### src/rtl/dmem_pkg.sv
// Shared encodings for the data-memory arbiter: access sizes, FSM states, port ids.
package dmem_pkg;

    localparam logic [1:0] SIZE_BYTE = 2'b00;
    localparam logic [1:0] SIZE_HALF = 2'b01;
    localparam logic [1:0] SIZE_WORD = 2'b10;
    localparam logic [1:0] SIZE_ILL  = 2'b11;

    typedef enum logic [1:0] {
        ST_IDLE   = 2'd0,
        ST_ACCESS = 2'd1,
        ST_RESP   = 2'd2
    } state_e;

    typedef enum logic {
        PORT_A = 1'b0,
        PORT_B = 1'b1
    } port_e;

    // Bytes touched by an access; 0 for the illegal size code.
    function automatic logic [2:0] size_nbytes(input logic [1:0] size);
        case (size)
            SIZE_BYTE: size_nbytes = 3'd1;
            SIZE_HALF: size_nbytes = 3'd2;
            SIZE_WORD: size_nbytes = 3'd4;
            default:   size_nbytes = 3'd0;
        endcase
    endfunction

endpackage

### src/rtl/rr_arb2.sv
// Two-way round-robin arbiter; last_grant records the port served most recently.
module rr_arb2
    import dmem_pkg::*;
(
    input  logic  clk,
    input  logic  rst_n,
    input  logic  req_a,
    input  logic  req_b,
    input  logic  update,
    input  port_e served,
    output port_e grant,
    output logic  valid
);

    port_e last_grant;

    // Reset to B so that A wins the first contention.
    always_ff @(posedge clk or negedge rst_n) begin
        if (!rst_n) begin
            last_grant <= PORT_B;
        end else if (update) begin
            last_grant <= served;
        end
    end

    always_comb begin
        grant = PORT_A;
        if (req_a && req_b) begin
            grant = (last_grant == PORT_A) ? PORT_B : PORT_A;
        end else if (req_b) begin
            grant = PORT_B;
        end
    end

    assign valid = req_a | req_b;

endmodule

### src/rtl/dmem_arbiter.sv
// Two-port arbiter/sequencer in front of a single-port byte-addressed data memory.
// Define ALIGN_CHECK_EN to reject misaligned half/word accesses instead of passing them through.
module dmem_arbiter
    import dmem_pkg::*;
#(
    parameter int unsigned ADDR_W    = 32,
    parameter int unsigned DATA_W    = 32,
    parameter int unsigned MEM_BYTES = 256
) (
    input  logic              clk,
    input  logic              rst_n,
    input  logic              a_req,
    input  logic              a_we,
    input  logic [1:0]        a_size,
    input  logic [ADDR_W-1:0] a_addr,
    input  logic [DATA_W-1:0] a_wdata,
    output logic              a_ack,
    output logic              a_err,
    output logic [DATA_W-1:0] a_rdata,
    input  logic              b_req,
    input  logic              b_we,
    input  logic [1:0]        b_size,
    input  logic [ADDR_W-1:0] b_addr,
    input  logic [DATA_W-1:0] b_wdata,
    output logic              b_ack,
    output logic              b_err,
    output logic [DATA_W-1:0] b_rdata,
    output logic              mem_read,
    output logic              mem_write,
    output logic [1:0]        mem_size,
    output logic [ADDR_W-1:0] mem_addr,
    output logic [DATA_W-1:0] mem_wdata,
    input  logic [DATA_W-1:0] mem_rdata
);

    state_e            state;
    port_e             port_q;
    logic              we_q;
    logic [1:0]        size_q;
    logic [ADDR_W-1:0] addr_q;
    logic [DATA_W-1:0] wdata_q;
    logic              err_q;

    port_e             grant;
    logic              arb_valid;

    logic              sel_we;
    logic [1:0]        sel_size;
    logic [ADDR_W-1:0] sel_addr;
    logic [DATA_W-1:0] sel_wdata;
    logic [ADDR_W:0]   end_addr;
    logic              range_bad;
    logic              align_bad;
    logic              sel_err;

    rr_arb2 u_arb (
        .clk    (clk),
        .rst_n  (rst_n),
        .req_a  (a_req),
        .req_b  (b_req),
        .update (state == ST_RESP),
        .served (port_q),
        .grant  (grant),
        .valid  (arb_valid)
    );

    always_comb begin
        if (grant == PORT_B) begin
            sel_we    = b_we;
            sel_size  = b_size;
            sel_addr  = b_addr;
            sel_wdata = b_wdata;
        end else begin
            sel_we    = a_we;
            sel_size  = a_size;
            sel_addr  = a_addr;
            sel_wdata = a_wdata;
        end
    end

    // One extra bit so addresses near the top of the space cannot wrap past the check.
    assign end_addr  = {1'b0, sel_addr} + (ADDR_W+1)'(size_nbytes(sel_size));
    assign range_bad = end_addr > (ADDR_W+1)'(MEM_BYTES);

`ifdef ALIGN_CHECK_EN
    assign align_bad = ((sel_size == SIZE_HALF) && sel_addr[0]) ||
                       ((sel_size == SIZE_WORD) && (sel_addr[1:0] != 2'b00));
`else
    assign align_bad = 1'b0;
`endif

    assign sel_err = (sel_size == SIZE_ILL) || range_bad || align_bad;

    // Strobes and acks are registered so they line up exactly with ACCESS and RESP.
    always_ff @(posedge clk or negedge rst_n) begin
        if (!rst_n) begin
            state     <= ST_IDLE;
            port_q    <= PORT_A;
            we_q      <= 1'b0;
            size_q    <= 2'b00;
            addr_q    <= '0;
            wdata_q   <= '0;
            err_q     <= 1'b0;
            mem_read  <= 1'b0;
            mem_write <= 1'b0;
            a_ack     <= 1'b0;
            b_ack     <= 1'b0;
        end else begin
            mem_read  <= 1'b0;
            mem_write <= 1'b0;
            a_ack     <= 1'b0;
            b_ack     <= 1'b0;
            case (state)
                ST_IDLE: begin
                    if (arb_valid) begin
                        port_q    <= grant;
                        we_q      <= sel_we;
                        size_q    <= sel_size;
                        addr_q    <= sel_addr;
                        wdata_q   <= sel_wdata;
                        err_q     <= sel_err;
                        mem_read  <= !sel_err && !sel_we;
                        mem_write <= !sel_err && sel_we;
                        state     <= ST_ACCESS;
                    end
                end
                ST_ACCESS: begin
                    a_ack <= (port_q == PORT_A);
                    b_ack <= (port_q == PORT_B);
                    state <= ST_RESP;
                end
                ST_RESP: begin
                    state <= ST_IDLE;
                end
                default: begin
                    state <= ST_IDLE;
                end
            endcase
        end
    end

    assign mem_size  = (state == ST_ACCESS) ? size_q  : 2'b00;
    assign mem_addr  = (state == ST_ACCESS) ? addr_q  : '0;
    assign mem_wdata = (state == ST_ACCESS) ? wdata_q : '0;

    // Read data is only meaningful for a successful load during its ack cycle.
    assign a_err   = a_ack & err_q;
    assign b_err   = b_ack & err_q;
    assign a_rdata = (a_ack && !we_q && !err_q) ? mem_rdata : '0;
    assign b_rdata = (b_ack && !we_q && !err_q) ? mem_rdata : '0;

endmodule

### config.mk
export PLATFORM = sky130hd
export DESIGN_NAME = dmem_arbiter
export DESIGN_NICKNAME = d
export VERILOG_FILES = /design/src/rtl/dmem_pkg.sv /design/src/rtl/rr_arb2.sv /design/src/rtl/dmem_arbiter.sv
export SDC_FILE = /design/constraint.sdc
export NUM_CORES = 1
export LEC_CHECK = 0
export ABC_CLOCK_PERIOD_IN_PS = 6300
export CAP_MARGIN = 10
export CORE_MARGIN = 2
export CORE_UTILIZATION = 42
export CTS_CLUSTER_SIZE = 40
export DETAILED_ROUTE_END_ITERATION = 8
export MAX_ROUTING_LAYER = met4
export PLACE_DENSITY_LB_ADDON = 0.12
export SYNTH_ARGS = -nofsm -noshare
export SYNTH_HDL_FRONTEND = slang
export SYNTH_SLANG_ARGS = --single-unit
### constraint.sdc
create_clock -name clk -period 6.3 [get_ports clk]
set_input_delay 1.89 -clock clk [delete_from_list [all_inputs] [get_ports clk]]
set_output_delay 1.89 -clock clk [all_outputs]
set_load 0.01 [all_outputs]
==> run summary <==
Subtracting the final worst setup slack from the clock period gives 5.56 ns. The worst hold path stage count was 1. The tree is rooted in a clkbuf_16. The leakage power total came out at 3.57 nW. The logs give 30.8% for the global-route total usage across every layer and 306 for the number of I/O pins. After clock tree synthesis, the repair step resized 0 gates. At the end of routability-driven placement, the weighted congestion stood at 0.898.

Clock-pin slew was measured on the worst setup and hold paths at 0.06 ns. The worst path meets setup with 0.742 ns of slack. The fraction of post-synthesis cell area in the top cell type by area is 34.5%, and the post-DP HPWL is 16400 um. The H-tree was split into 3 levels. The count of buffers inserted at the top-level ports was 305. The first global-routing pass estimated 32700 um of wire. The maximum number of buffers from clock root to sink was 2; the worst hold slack after final layout was 0.500 ns. For the clock tree skew after final layout, the log shows 0.00954 ns. The largest single stage delay on the critical path is 0.49 ns. The die span in y came out at 118 um.

The power density over the cells was 320 nW/um^2; the required time reported for the critical path endpoint was 6.58 ns. The flow ran to the end, and the final reports show no timing, DRC or antenna violations. The most numerous cell in the Yosys netlist is and2_1. Entering global routing, the biggest net connects 90 pins. The maximum fanout along the worst path is 20, and the post-route antenna net violation count is 0. The number of flops mapped to enable cells by yosys works out to 0. In this run the mean area of a mapped cell was 7.73 sq um. Yosys attributes the largest share of cell area to dfrtp_1 34%, and2_1 16%, nand2_1 8.7%. The biggest area contributor in the post-synthesis netlist is dfrtp_1. Data arrives at the worst endpoint at 5.84 ns. TritonCTS built the clock tree.

The share of the clock period used by the worst path came out at 88.2%. The tools report the count of TritonRoute iterations in the first routing pass as 5. Setup repair after global routing left no endpoint under its margin. The detailed router finished its first iteration with 371 violations.

The number of vias per cell works out to 5.30. The hold buffer count at cts was 0. Once the floorplan was initialized, standard cells occupied 43.1% of the core. The post-placement worst setup slack was 0.459 ns; the number of pins exceeding their max-slew limit in the final report was 0. Compared with the post-synthesis result, the final layout area differs by 64.5%. By count the netlist is led by 136 x and2_1, 126 x nand2_1, 77 x nor2_1, 75 x dfrtp_1, 50 x a31oi_1.

The final wirelength is 21100 um. For this run, the leading register cell type out of synthesis is dfrtp_1. STA classifies the critical path startpoint as a primary input. Yosys printed 0 warnings.

The via count of the first global-routing pass came out at 5823. The worst register-to-register path has a depth of 13. The remaining routing DRC violations was 0; the final-layout fill cell count was 1086. The number of nets in the layout is 1158, and the worst IR drop on VDD is 0.200 mV. In this run, distinct cell masters in the synthesized netlist total 59. Post-CTS timing repair inserted 0 buffers for setup. The proportion of layout cells with a drive suffix above 1 was 4.85%. In this run the worst hold path is classified as flip-flop to flip-flop.

The largest individual stage delay along the critical path comes from the cell clkdlybuf4s50_1. The total via count after detailed routing came out at 6160. The cell count after synthesis was 704. Measured against its own limit, the worst slew margin works out to 31.7%. The async set-or-reset flop fraction in the synthesized netlist was 100%; the transition time of the tightest slew-check pin was 1.02 ns. When the netlist entered floorplanning its net count stood at 878.

The tools report the capturing element type of the critical path as a flip-flop. Static timing analysis puts the maximum clock frequency at 180 MHz. Area of the placeable core: 12600 sq um.

The total clock buffers created by CTS is 9, and the number of synthesized register bits is 76. The logs give 0 for the global-route congestion overflow total and 41 for the placement row count. Clock latency on the worst-skew pair, taken at its later pin, is 0.35 ns. Setup violations remaining at the end of the flow were counted as 0. In the final routed layout, each cell accounts on average for 18.1 um.

The number of clock sinks was 76. The category of the critical setup timing path is primary input to flip-flop. The signal on the critical path passes through clkdlybuf4s50_1 -> a21bo_4 -> or3_1 -> o31ai_1 -> ha_1 -> fa_1 -> a21oi_1 -> nor4_1 -> o221ai_2 -> nor3_1 -> xor2_1 -> a2111oi_0 -> and4_1 -> and2_1. Hold violation total from the final report: 0. The sequential cell area fraction in the yosys report was 35.0%.

The number of antenna violations at the first check in global routing is 2. The die area was 13900 sq um. Die extent in x: 118 um. Across the run, the number of max-cap violations was 0. The setup TNS after final layout was 0 ns; the post-synthesis instance area was 5440 sq um.
## critical path, delay by kind of cell
| kind | cells | cell delay (ns) |
|---|---|---|
| buffers and inverters | 1 | 0.49 |
| AO/OA/AOI/OAI | 5 | 1.30 |
| AND/OR/NAND/NOR | 5 | 1.57 |
| adder cells (fa/ha/maj) | 2 | 0.48 |
| XOR/XNOR | 1 | 0.10 |
## registers in the layout, indices dropped and copies added (netlist names)
| signal | cells |
|---|---|
| addr_q | 32 |
| size_q | 2 |
| we_q | 1 |
| wdata_q | 32 |
| u_arb.last_grant | 1 |
| a_ack | 1 |
| state | 2 |
| port_q | 1 |
| err_q | 1 |
| b_ack | 1 |
| mem_write | 1 |
| mem_read | 1 |
## final cells by class
type / instances / area, sq um / share of cell area (%)
tap: 172 / 215 / 2.40
clock buffer: 10 / 229 / 2.56
antenna: 2 / 5.00 / 0.0559
multi-input combinational: 578 / 3370 / 37.7
clock inverter: 6 / 88.8 / 0.992
inverter: 5 / 18.8 / 0.210
sequential: 76 / 1900 / 21.3
timing repair buffer: 314 / 3120 / 34.8
## power breakdown
group / internal, mW / switching, mW / leakage, nW
Clock: 0.347 / 0.214 / 0.149
Combinational: 0.734 / 0.723 / 2.56
Sequential: 0.727 / 0.117 / 0.861
Total: 1.81 / 1.05 / 3.57
## per-stage QoR
stage / cell area [sq um] / total power [mW] / utilization [%] / cells
final: 8950 / 2.86 / 70.9 / 1163
after global routing: 8950 / 3.05 / 70.9 / 1163
after CTS: 8950 / 2.89 / 70.9 / 1161
after detailed placement: 8630 / 2.32 / 68.4 / 1145
after global placement: 8630 / 2.29 / 68.4 / 1145
after floorplan: 5440 / 1.60 / - / 704
## path summary, 6_finish.rpt
check	start	end	slack [ns]
setup / recovery	a_req	mem_read	0.74
hold / removal	port_q	b_ack	0.50
setup reg to reg	u_arb.last_grant	mem_read	2.40
hold reg to reg	port_q	b_ack	0.50
max in group asynchronous	rst_n	addr_q[14]	3.91
min in group asynchronous	rst_n	wdata_q[29]	1.70
## layer usage
layer / track usage [%] / share of wire (%) / vias to the layer above
li1: - / - / 2997
met1: 38.3 / 41 / 2877
met2: 50.4 / 49 / 254
met3: 7.03 / 7.1 / 32
met4: 8.89 / 2.3 / 0
met5: - / 0 / -
## cells in the final DEF (no fill, tap or decap), drive strengths merged, types with 7 or more instances in the layout
master and count:
clkdlybuf4s50 304, and2 136, nand2 127, nor2 77
dfrtp 75, a31oi 50, a21oi 24, mux2i 22
nand3 19, nor3 19, buf 10, clkbuf 10
nor4 9, mux2 8, nand4 8, or3 7
## kinds of logic after synthesis
logic type	after synthesis	share of synthesized area, %
buffers and inverters	50	3.59
and+or+nand+nor	420	38.7
DFF	76	35.0
xor gates and xnor gates	8	1.29
adders and majority gates	4	1.06
AOI/OAI and AO/OA	116	14.7
muxes	30	5.70
Power figures use the tool's default switching activity.
